`config.mk`:
```
export PLATFORM = sky130hd
export DESIGN_NAME = wb_sequencer
export DESIGN_NICKNAME = d
export VERILOG_FILES = /design/src/rtl/wb_sequencer.sv
export SDC_FILE = /design/constraint.sdc
export NUM_CORES = 1
export LEC_CHECK = 0
export ABC_AREA = 1
export BUFFER_PORTS_ARGS = -buffer_cell sky130_fd_sc_hd__buf_2
export CORE_MARGIN = 8
export CORE_UTILIZATION = 40
export DETAILED_ROUTE_END_ITERATION = 8
export PLACE_DENSITY = 0.61
export SYNTH_ARGS = -nofsm -noshare
export SYNTH_HDL_FRONTEND = slang
export SYNTH_SLANG_ARGS = --single-unit
```
`constraint.sdc`:
```
create_clock -name clk -period 4.1 [get_ports clk]
set_clock_uncertainty 0.2 [all_clocks]
set_input_delay 0.82 -clock clk [delete_from_list [all_inputs] [get_ports clk]]
set_output_delay 0.82 -clock clk [all_outputs]
set_load 0.05 [all_outputs]
```
`src/rtl/wb_sequencer.sv`:
```
// wb_sequencer -- write-back sequencer in front of the integer/float register file.
//
// Accepts write-back requests over a valid/ready handshake, buffers them in a
// small FIFO and issues at most one register-file write per cycle from
// registered outputs. Per-register pending vectors mark registers whose writes
// are still buffered so hazard logic can stall dependent reads.
//
// Optional feature (macro WB_BYPASS_EN): a request accepted while the FIFO is
// empty loads the output register directly at its acceptance edge.
//
// Ports:
//   clk            clock, all state on posedge
//   reset          asynchronous active-high reset
//   req_valid      request present
//   req_ready      request accepted at this edge when req_valid && req_ready
//   req_kind       00 integer, 01 float single, 10 float double, 11 reserved
//   req_reg        destination register
//   req_data       data for req_reg
//   req_data2      data for req_reg+1 (double only)
//   regWSig        integer-bank write strobe
//   regwrite_float float-bank write strobe
//   double         paired float write (wData2 -> wReg+1)
//   wReg           write address
//   wData          write data
//   wData2         second write data (0 for non-double writes)
//   int_pending    per-register: integer write buffered, not yet issued
//   float_pending  per-register: float write buffered, not yet issued
//   err            one-cycle pulse after a dropped request
//   idle           FIFO empty and no strobe this cycle
module wb_sequencer #(
    parameter int DEPTH  = 4,
    parameter int DATA_W = 32,
    parameter int REG_AW = 5
) (
    input  logic                   clk,
    input  logic                   reset,
    input  logic                   req_valid,
    output logic                   req_ready,
    input  logic [1:0]             req_kind,
    input  logic [REG_AW-1:0]      req_reg,
    input  logic [DATA_W-1:0]      req_data,
    input  logic [DATA_W-1:0]      req_data2,
    output logic                   regWSig,
    output logic                   regwrite_float,
    output logic                   double,
    output logic [REG_AW-1:0]      wReg,
    output logic [DATA_W-1:0]      wData,
    output logic [DATA_W-1:0]      wData2,
    output logic [2**REG_AW-1:0]   int_pending,
    output logic [2**REG_AW-1:0]   float_pending,
    output logic                   err,
    output logic                   idle
);
    localparam int PTR_W = $clog2(DEPTH);

    localparam logic [1:0] KIND_INT = 2'b00;
    localparam logic [1:0] KIND_SGL = 2'b01;
    localparam logic [1:0] KIND_DBL = 2'b10;
    localparam logic [1:0] KIND_RSV = 2'b11;

    localparam logic [PTR_W:0]    CNT_ONE  = (PTR_W+1)'(1);
    localparam logic [PTR_W:0]    CNT_FULL = (PTR_W+1)'(DEPTH);
    localparam logic [PTR_W-1:0]  PTR_ONE  = PTR_W'(1);
    localparam logic [REG_AW-1:0] REG_ONE  = REG_AW'(1);

    // FIFO storage
    logic [1:0]        kind_mem  [DEPTH];
    logic [REG_AW-1:0] reg_mem   [DEPTH];
    logic [DATA_W-1:0] data_mem  [DEPTH];
    logic [DATA_W-1:0] data2_mem [DEPTH];

    logic [PTR_W-1:0] wr_ptr_reg;
    logic [PTR_W-1:0] rd_ptr_reg;
    logic [PTR_W:0]   count_reg;

    logic accept;
    logic drop;
    logic store;
    logic push;
    logic pop;
    logic [DEPTH-1:0] entry_valid;

    assign req_ready = (count_reg < CNT_FULL);
    assign accept    = req_valid && req_ready;
    // A double to the last register would wrap its second half to register 0.
    assign drop      = (req_kind == KIND_RSV) ||
                       ((req_kind == KIND_DBL) && (req_reg == '1));
    assign store     = accept && !drop;
    assign pop       = (count_reg != '0);

`ifdef WB_BYPASS_EN
    logic bypass;
    // Pop only happens with count>0, so bypass and pop are mutually exclusive.
    assign bypass = store && (count_reg == '0);
    assign push   = store && !bypass;
`else
    assign push   = store;
`endif

    always_ff @(posedge clk) begin
        if (push) begin
            kind_mem[wr_ptr_reg]  <= req_kind;
            reg_mem[wr_ptr_reg]   <= req_reg;
            data_mem[wr_ptr_reg]  <= req_data;
            data2_mem[wr_ptr_reg] <= req_data2;
        end
    end

    always_ff @(posedge clk or posedge reset) begin
        if (reset) begin
            wr_ptr_reg <= '0;
            rd_ptr_reg <= '0;
            count_reg  <= '0;
        end else begin
            if (push)
                wr_ptr_reg <= wr_ptr_reg + PTR_ONE;
            if (pop)
                rd_ptr_reg <= rd_ptr_reg + PTR_ONE;
            if (push && !pop)
                count_reg <= count_reg + CNT_ONE;
            else if (pop && !push)
                count_reg <= count_reg - CNT_ONE;
        end
    end

    // Registered write port towards the register file.
    always_ff @(posedge clk or posedge reset) begin
        if (reset) begin
            regWSig        <= 1'b0;
            regwrite_float <= 1'b0;
            double         <= 1'b0;
            wReg           <= '0;
            wData          <= '0;
            wData2         <= '0;
            err            <= 1'b0;
        end else begin
            err <= accept && drop;
            if (pop) begin
                regWSig        <= (kind_mem[rd_ptr_reg] == KIND_INT);
                regwrite_float <= (kind_mem[rd_ptr_reg] != KIND_INT);
                double         <= (kind_mem[rd_ptr_reg] == KIND_DBL);
                wReg           <= reg_mem[rd_ptr_reg];
                wData          <= data_mem[rd_ptr_reg];
                wData2         <= (kind_mem[rd_ptr_reg] == KIND_DBL) ?
                                  data2_mem[rd_ptr_reg] : '0;
`ifdef WB_BYPASS_EN
            end else if (bypass) begin
                regWSig        <= (req_kind == KIND_INT);
                regwrite_float <= (req_kind != KIND_INT);
                double         <= (req_kind == KIND_DBL);
                wReg           <= req_reg;
                wData          <= req_data;
                wData2         <= (req_kind == KIND_DBL) ? req_data2 : '0;
`endif
            end else begin
                // Address and data hold; only the strobes drop.
                regWSig        <= 1'b0;
                regwrite_float <= 1'b0;
                double         <= 1'b0;
            end
        end
    end

    assign idle = (count_reg == '0) && !regWSig && !regwrite_float;

    // Slot gi is live when its distance from the read pointer is below count.
    generate
        for (genvar gi = 0; gi < DEPTH; gi++) begin : g_valid
            logic [PTR_W-1:0] offset;
            assign offset          = PTR_W'(gi) - rd_ptr_reg;
            assign entry_valid[gi] = ({1'b0, offset} < count_reg);
        end
    endgenerate

    always_comb begin
        int_pending   = '0;
        float_pending = '0;
        for (int i = 0; i < DEPTH; i++) begin
            if (entry_valid[i]) begin
                case (kind_mem[i])
                    KIND_INT: int_pending[reg_mem[i]] = 1'b1;
                    KIND_SGL: float_pending[reg_mem[i]] = 1'b1;
                    KIND_DBL: begin
                        float_pending[reg_mem[i]]           = 1'b1;
                        float_pending[reg_mem[i] + REG_ONE] = 1'b1;
                    end
                    default: ;
                endcase
            end
        end
    end

endmodule

```
After elaboration in Yosys (flattened, before gate mapping)
Memory sizes are Yosys's and may differ from the RTL's. A register that Yosys moved wholly into a read port is not among the register bits. Cells that the tools add are included. W data, S select, Z words.

Input port bits: 74. Output and inout bits: 139. Memories kept: 4. RAM bits: 284. Word-level logic and storage cells: 138. Register bits after elaboration: 43.

Memories: data2_mem (words 4, width 32, rd ports 1, clocked after Yosys merged registers in 0, wr ports 1, RTL line 70) `logic [DATA_W-1:0] data2_mem [DEPTH];`; data_mem (words 4, width 32, rd ports 1, clocked after Yosys merged registers in 1, wr ports 1, RTL line 69) `logic [DATA_W-1:0] data_mem [DEPTH];`; reg_mem (words 4, width 5, rd ports 5, clocked after Yosys merged registers in 1, wr ports 1, RTL line 68) `logic [REG_AW-1:0] reg_mem [DEPTH];`; kind_mem (words 4, width 2, rd ports 5, clocked after Yosys merged registers in 0, wr ports 1, RTL line 67) `logic [1:0] kind_mem [DEPTH];`.

Bitwise operators: 10. $lt $le $gt $ge: 21. Reductions and logical operators: 31. Eq/ne operators: 12. Add/sub/neg operators: 12. Mux-type cells: 40.

Operators by type and width (count): $mux W32 (13); $or A32 B32 Y32 (10); $pmux W32 S2 (4); $lt A5 B6 Y1 const B (8); $demux W1 S5 (8); $ge A5 B1 Y1 const B (8); $add A5 B1 Y5 const B (4); $logic_and A1 B1 Y1 (16); $eq A2 B2 Y1 const B (7); $mux W1 (13); $lt A2 B3 Y1 (4); $logic_not A2 Y1 (5); $eq A2 B1 Y1 const B (4); $mux W3 (2); $eq A5 B5 Y1 const B (1); $logic_not A1 Y1 (5); $add A2 B1 Y2 const B (2); $reduce_bool A2 Y1 (2); $sub A1 B2 Y2 const A (2); $sub A2 B2 Y2 const A (2); $add A3 B1 Y3 const B (1); $logic_not A3 Y1 (1); $lt A3 B3 Y1 const B (1); $reduce_bool A3 Y1 (1); other kinds (2) (2).

Longest topological paths before layout
Word-level depth: 20. Mapped depth: 17. Depth with buffers taken out: 16.

Worst setup path after synthesis
No wires, ideal clock.

Path type: input port to flip-flop. From: in req_reg[4]. To: mem data2_mem[0][0] (enable). Data required time: 3.399 ns. Stages on the path: 5. Library setup time: 0.501 ns. Path buffers: 0. Arrival time: 4.315 ns. Path slack: -0.916 ns. Cell sequence: nand3_1 > nor2_1 > o21ai_0 > nand3_1 > nor2_1.

Cells in the longest elaborated chain, start to end: 7.

Ends and longest elaborated chain: start: declaration (RTL line 40) `input logic [REG_AW-1:0] req_reg,`; $eq A5 B5 Y1 (RTL line 87) `((req_kind == KIND_DBL) && (req_reg == '1));`; $logic_and A1 B1 Y1 (RTL line 87); $logic_or A1 B1 Y1 (RTL line 86) `assign drop = (req_kind == KIND_RSV) ||`; $logic_not A1 Y1 (RTL line 88) `assign store = accept && !drop;`; $logic_and A1 B1 Y1 (RTL line 88); $mux W1 (RTL line 101) `if (push) begin`; $mux W1 (not written as such) (RTL line 105) `data2_mem[wr_ptr_reg] <= req_data2;`; end: declaration (RTL line 70).

No other way between the ends.

Worst setup path after layout
From: reg rd_ptr_reg[1]. To: out float_pending[1].

Cells in the longest elaborated chain, start to end: 15. Elaborated cells on any way between the ends: 21. Classes of those cells: add/sub: 4; order compare: 4; mux: 7; bitwise: 6.

Ends and longest elaborated chain: start: declaration (RTL line 73) `logic [PTR_W-1:0] rd_ptr_reg;`; start signal: assignment (RTL line 118) `rd_ptr_reg <= rd_ptr_reg + PTR_ONE;`; $sub A1 B2 Y2 (RTL line 170) `assign offset = PTR_W'(gi) - rd_ptr_reg;`; $lt A2 B3 Y1 (RTL line 171) `assign entry_valid[gi] = ({1'b0, offset} < count_reg);`; $mux W32 (RTL line 179) `if (entry_valid[i]) begin`; $or A32 B32 Y32 (no source line) (2 in series); $pmux W32 S2 (RTL line 180) `case (kind_mem[i])`; $mux W32 (RTL line 179); $or A32 B32 Y32 (no source line) (2 in series); $pmux W32 S2 (RTL line 180); $mux W32 (RTL line 179); $or A32 B32 Y32 (no source line) (2 in series); $pmux W32 S2 (RTL line 180); $mux W32 * (RTL line 179); end: declaration (RTL line 50) `output logic [2**REG_AW-1:0] float_pending,`.

Every way passes the cells marked *; elsewhere a longest branch is shown, timed or not.

==> results by group <==
Power
  • Pwr dens: 684.7 nW/um2
  • Clock power share: 21.7%
  • NetSw: 6.425 mW
  • Logic pwr share: 42.8%
  • Pwr Total: 14.47 mW
  • Sequential group share of total power: 35.4%
  • Switch share: 44.41%
  • Worst vdd ir: 0.6960 mV
  • Leak pwr: 8.621 nW
  • Internal power: 8.042 mW

Timing
  • Worst-Margin Slew: 0.9328 ns
  • Final setup TNS: 0 ns
  • Setup violations, final: 0
  • F_max: 249.0 MHz
  • Final hold vios: 0
  • Shortest period the worst path allows: 4.017 ns
  • RSZ-0062 raised after global routing: yes
  • Final period util: 97.97%
  • Fin Hold WS: 0.2571 ns
  • Slew headroom: 37.81%
  • Post-route setup slack: 0.08336 ns
  • Final Max Tran Viols: 0

Clock tree
  • Clk buf depth: 3
  • CTS tree: done
  • H-tree depth: 2
  • Worst skew pair latency: 0.53 ns
  • CTS Buf Count: 35
  • CTS Hold Bufs: 0
  • Sink Count: 364
  • Clock slew at reported path FFs: 0.07 ns
  • CTS Root Buffer Type: clkbuf_16

Critical path
  • RR Startpoint: rd_ptr_reg[0]
  • Worst setup EP type: output pin
  • Family with the most delay on the worst path: simple AND/OR/NAND/NOR gates
  • Required time worst endpoint: 3.08 ns
  • Worst Setup SP: rd_ptr_reg[1]
  • Most frequent CP cell: nand2_2
  • WS Path Type: reg -> out
  • Setup crit start kind: register
  • Worst Path Buf+Inv: 3
  • Worst-path maximum fanout: 14
  • Worst EP arrival: 3.00 ns
  • Slowest-stage cell, CP: dfrtp_2
  • Crit-path cells: nand2_4 > nand2_2 > ha_1 > inv_1 > nor2_1 > nand2_2 > nand2_2 > nor2_4 > clkbuf_16 > o211ai_1 > nand2_1 > nand2_1 > a21oi_1 > buf_4
  • Worst path max stage delay: 0.48 ns

Logic synthesis
  • Yosys warns: 0
  • Fraction of registers with async set or reset after synthesis: 21.98%
  • Top cells by area, synth: edfxtp_1, nand2_1, dfrtp_1
  • Cell Area, Synth: 17630 um2
  • Register area share after synthesis: 59.74%
  • Post-Synthesis Cells: 1826
  • Mean Syn Cell Area: 9.653 um2
  • Number of synthesized flops with an enable pin: 284
  • Netlist cell types: 41
  • Net count after synthesis: 1922
  • Flop and latch count out of synthesis: 364
  • Post-synth top area share: 48.38%
  • Commonest register cell after synthesis: edfxtp_1
  • Area leader, netlist: edfxtp_1

Die
  • Io pins: 213
  • FP Rows: 77
  • Die width: 225.9 um
  • Core area: 43840 um2
  • Initial Utilization: 40.21%
  • Die Span Y: 225.9 um
  • Die area: 51040 um2

Global routing
  • Largest net degree at the start of global routing: 72
  • First-pass GRT wire length: 93740 um
  • Initial antenna violation count: 13
  • GRT Total Usage: 24.41%
  • Number of global-route vias before repair: 15022
  • Grt ovf: 0

Finish
  • Area delta synth->final: 19.85%
  • Final-stage net count: 2149
  • Largest regs: data2_mem x128, data_mem x128
  • Share of cells above drive strength 1: 20.82%

Place
  • DPL Wire Length: 44210 um
  • Port Buffers: 212
  • DP Worst Slack: 0.3444 ns
  • GPL Wtd Cong: 1.029

Detailed routing
  • DR iter-0 viols: 1399
  • Final WL: 63500 um
  • Via density: 5.599
  • DRT Pass-1 Iters: 5
  • Vias: 14989
  • DRT antenna net count: 0
  • Residual DRC count: 0
  • Per-cell routed wire length: 23.72 um

Worst hold path
  • Worst hold path type: in -> async

Job
  • Number of max-cap violations: 0

Outcome
  • Status: finished clean
==> power groups by stage <==
stage	Clock [mW]	Sequential, mW	Combinational [mW]
3_3_place_gp	0	5.16	5.96
6_report	3.15	5.13	6.20
5_1_grt	3.35	5.20	6.69
2_1_floorplan	0	6.38	2.89
3_5_place_dp	0	5.18	5.99
4_1_cts	3.22	5.12	6.03
==> final cells by class <==
type                            instances  area, um2
Inverter                              104      415.4
Sequential cell                       364      10530
Clock inverter                         14      140.1
Multi-Input combinational cell       1263       6446
Timing Repair Buffer                  285       1856
Tap cell                              592      740.7
Clock buffer                           50      983.4
Fill cell                            4132      22710
Antenna cell                            5      12.51
==> path summary, 6_finish.rpt <==
check                      cells past startpoint  slack [ns]                to
max                                           14        0.08  float_pending[1]
min                                            2        0.26         wData[16]
max reg2reg                                    7        1.31        wData2[27]
min reg2reg                                    2        0.27          wData[1]
max in group asynchronous                      3        2.57         wData2[9]
min in group clk                               2        0.27          wData[1]
==> synthesized netlist by cell type, types with 9 or more instances <==
cell type and count:
ha_1 21, o21ai_0 52, o211ai_1 45, nor2_1 101
inv_1 87, a21oi_1 50, buf_2 42, o21ai_1 11
nand3_1 172, a22oi_1 74, edfxtp_1 284, nand2_1 591
o2111ai_1 9, nor2_2 17, a31oi_1 15, inv_2 14
o22ai_1 11, clkbuf_1 39, dfrtp_1 80, nand4_1 42
o221ai_1 9
==> cells in the final DEF (no fill, tap or decap), types with 4 or more instances in the layout <==
cell type,n
edfxtp_1,284
dfrtp_1,78
o211ai_1,45
diode_2,5
ha_1,20
clkbuf_1,11
nand3_1,166
a21oi_2,11
clkinv_1,4
a22oi_1,74
buf_6,7
o2111ai_1,9
inv_1,81
nor2_4,11
o21ai_0,49
nand4_1,42
clkbuf_16,38
buf_4,89
nand2_2,10
inv_2,14
nand3_2,7
o22ai_1,11
buf_2,178
clkinvlp_4,5
a21oi_1,39
nor2_2,20
a31oi_1,14
nand2_1,585
o21ai_1,14
o221ai_1,9
clkinv_2,5
nor2_1,92
buf_12,8
nor3_1,7
==> cell families (layout without fill, tap and decap cells) <==
family	after synthesis	count (layout)	share of synthesized area, %
and+or+nand+nor	950	950	23.09
DFF	364	364	59.74
AOI/OAI and AO/OA	287	287	10.66
buffers and inverters	199	453	4.706
adders and majority gates	22	22	1.604
xor gates and xnor gates	4	4	0.1988
other	0	5	0
==> metal layers <==
metal / up-vias / wire (um) / track usage (%)
met3: 191 / 4323 / 4.558
met2: 600 / 29370 / 39.17
li1: 6870 / - / -
met4: 16 / 4751 / 16.23
met5: - / 101 / 0
met1: 7312 / 24960 / 29.89
==> metrics by stage <==
stage / instances / util, % / instance area (um2)
6_report: 2677 / 48.19 / 21130
5_1_grt: 2673 / 48.17 / 21120
4_1_cts: 2662 / 47.42 / 20790
3_5_place_dp: 2598 / 44.75 / 19620
3_3_place_gp: 2598 / 44.75 / 19620
2_1_floorplan: 1826 / - / 17630
==> what timing repair did <==
action                     CTS  global route
setup buffers                0             8
setup endpoints to repair   41            62
cloned                       0             2
resized for setup           19            88
pin swaps                    0             4
Note: power is estimated with default switching activity, not from simulation.
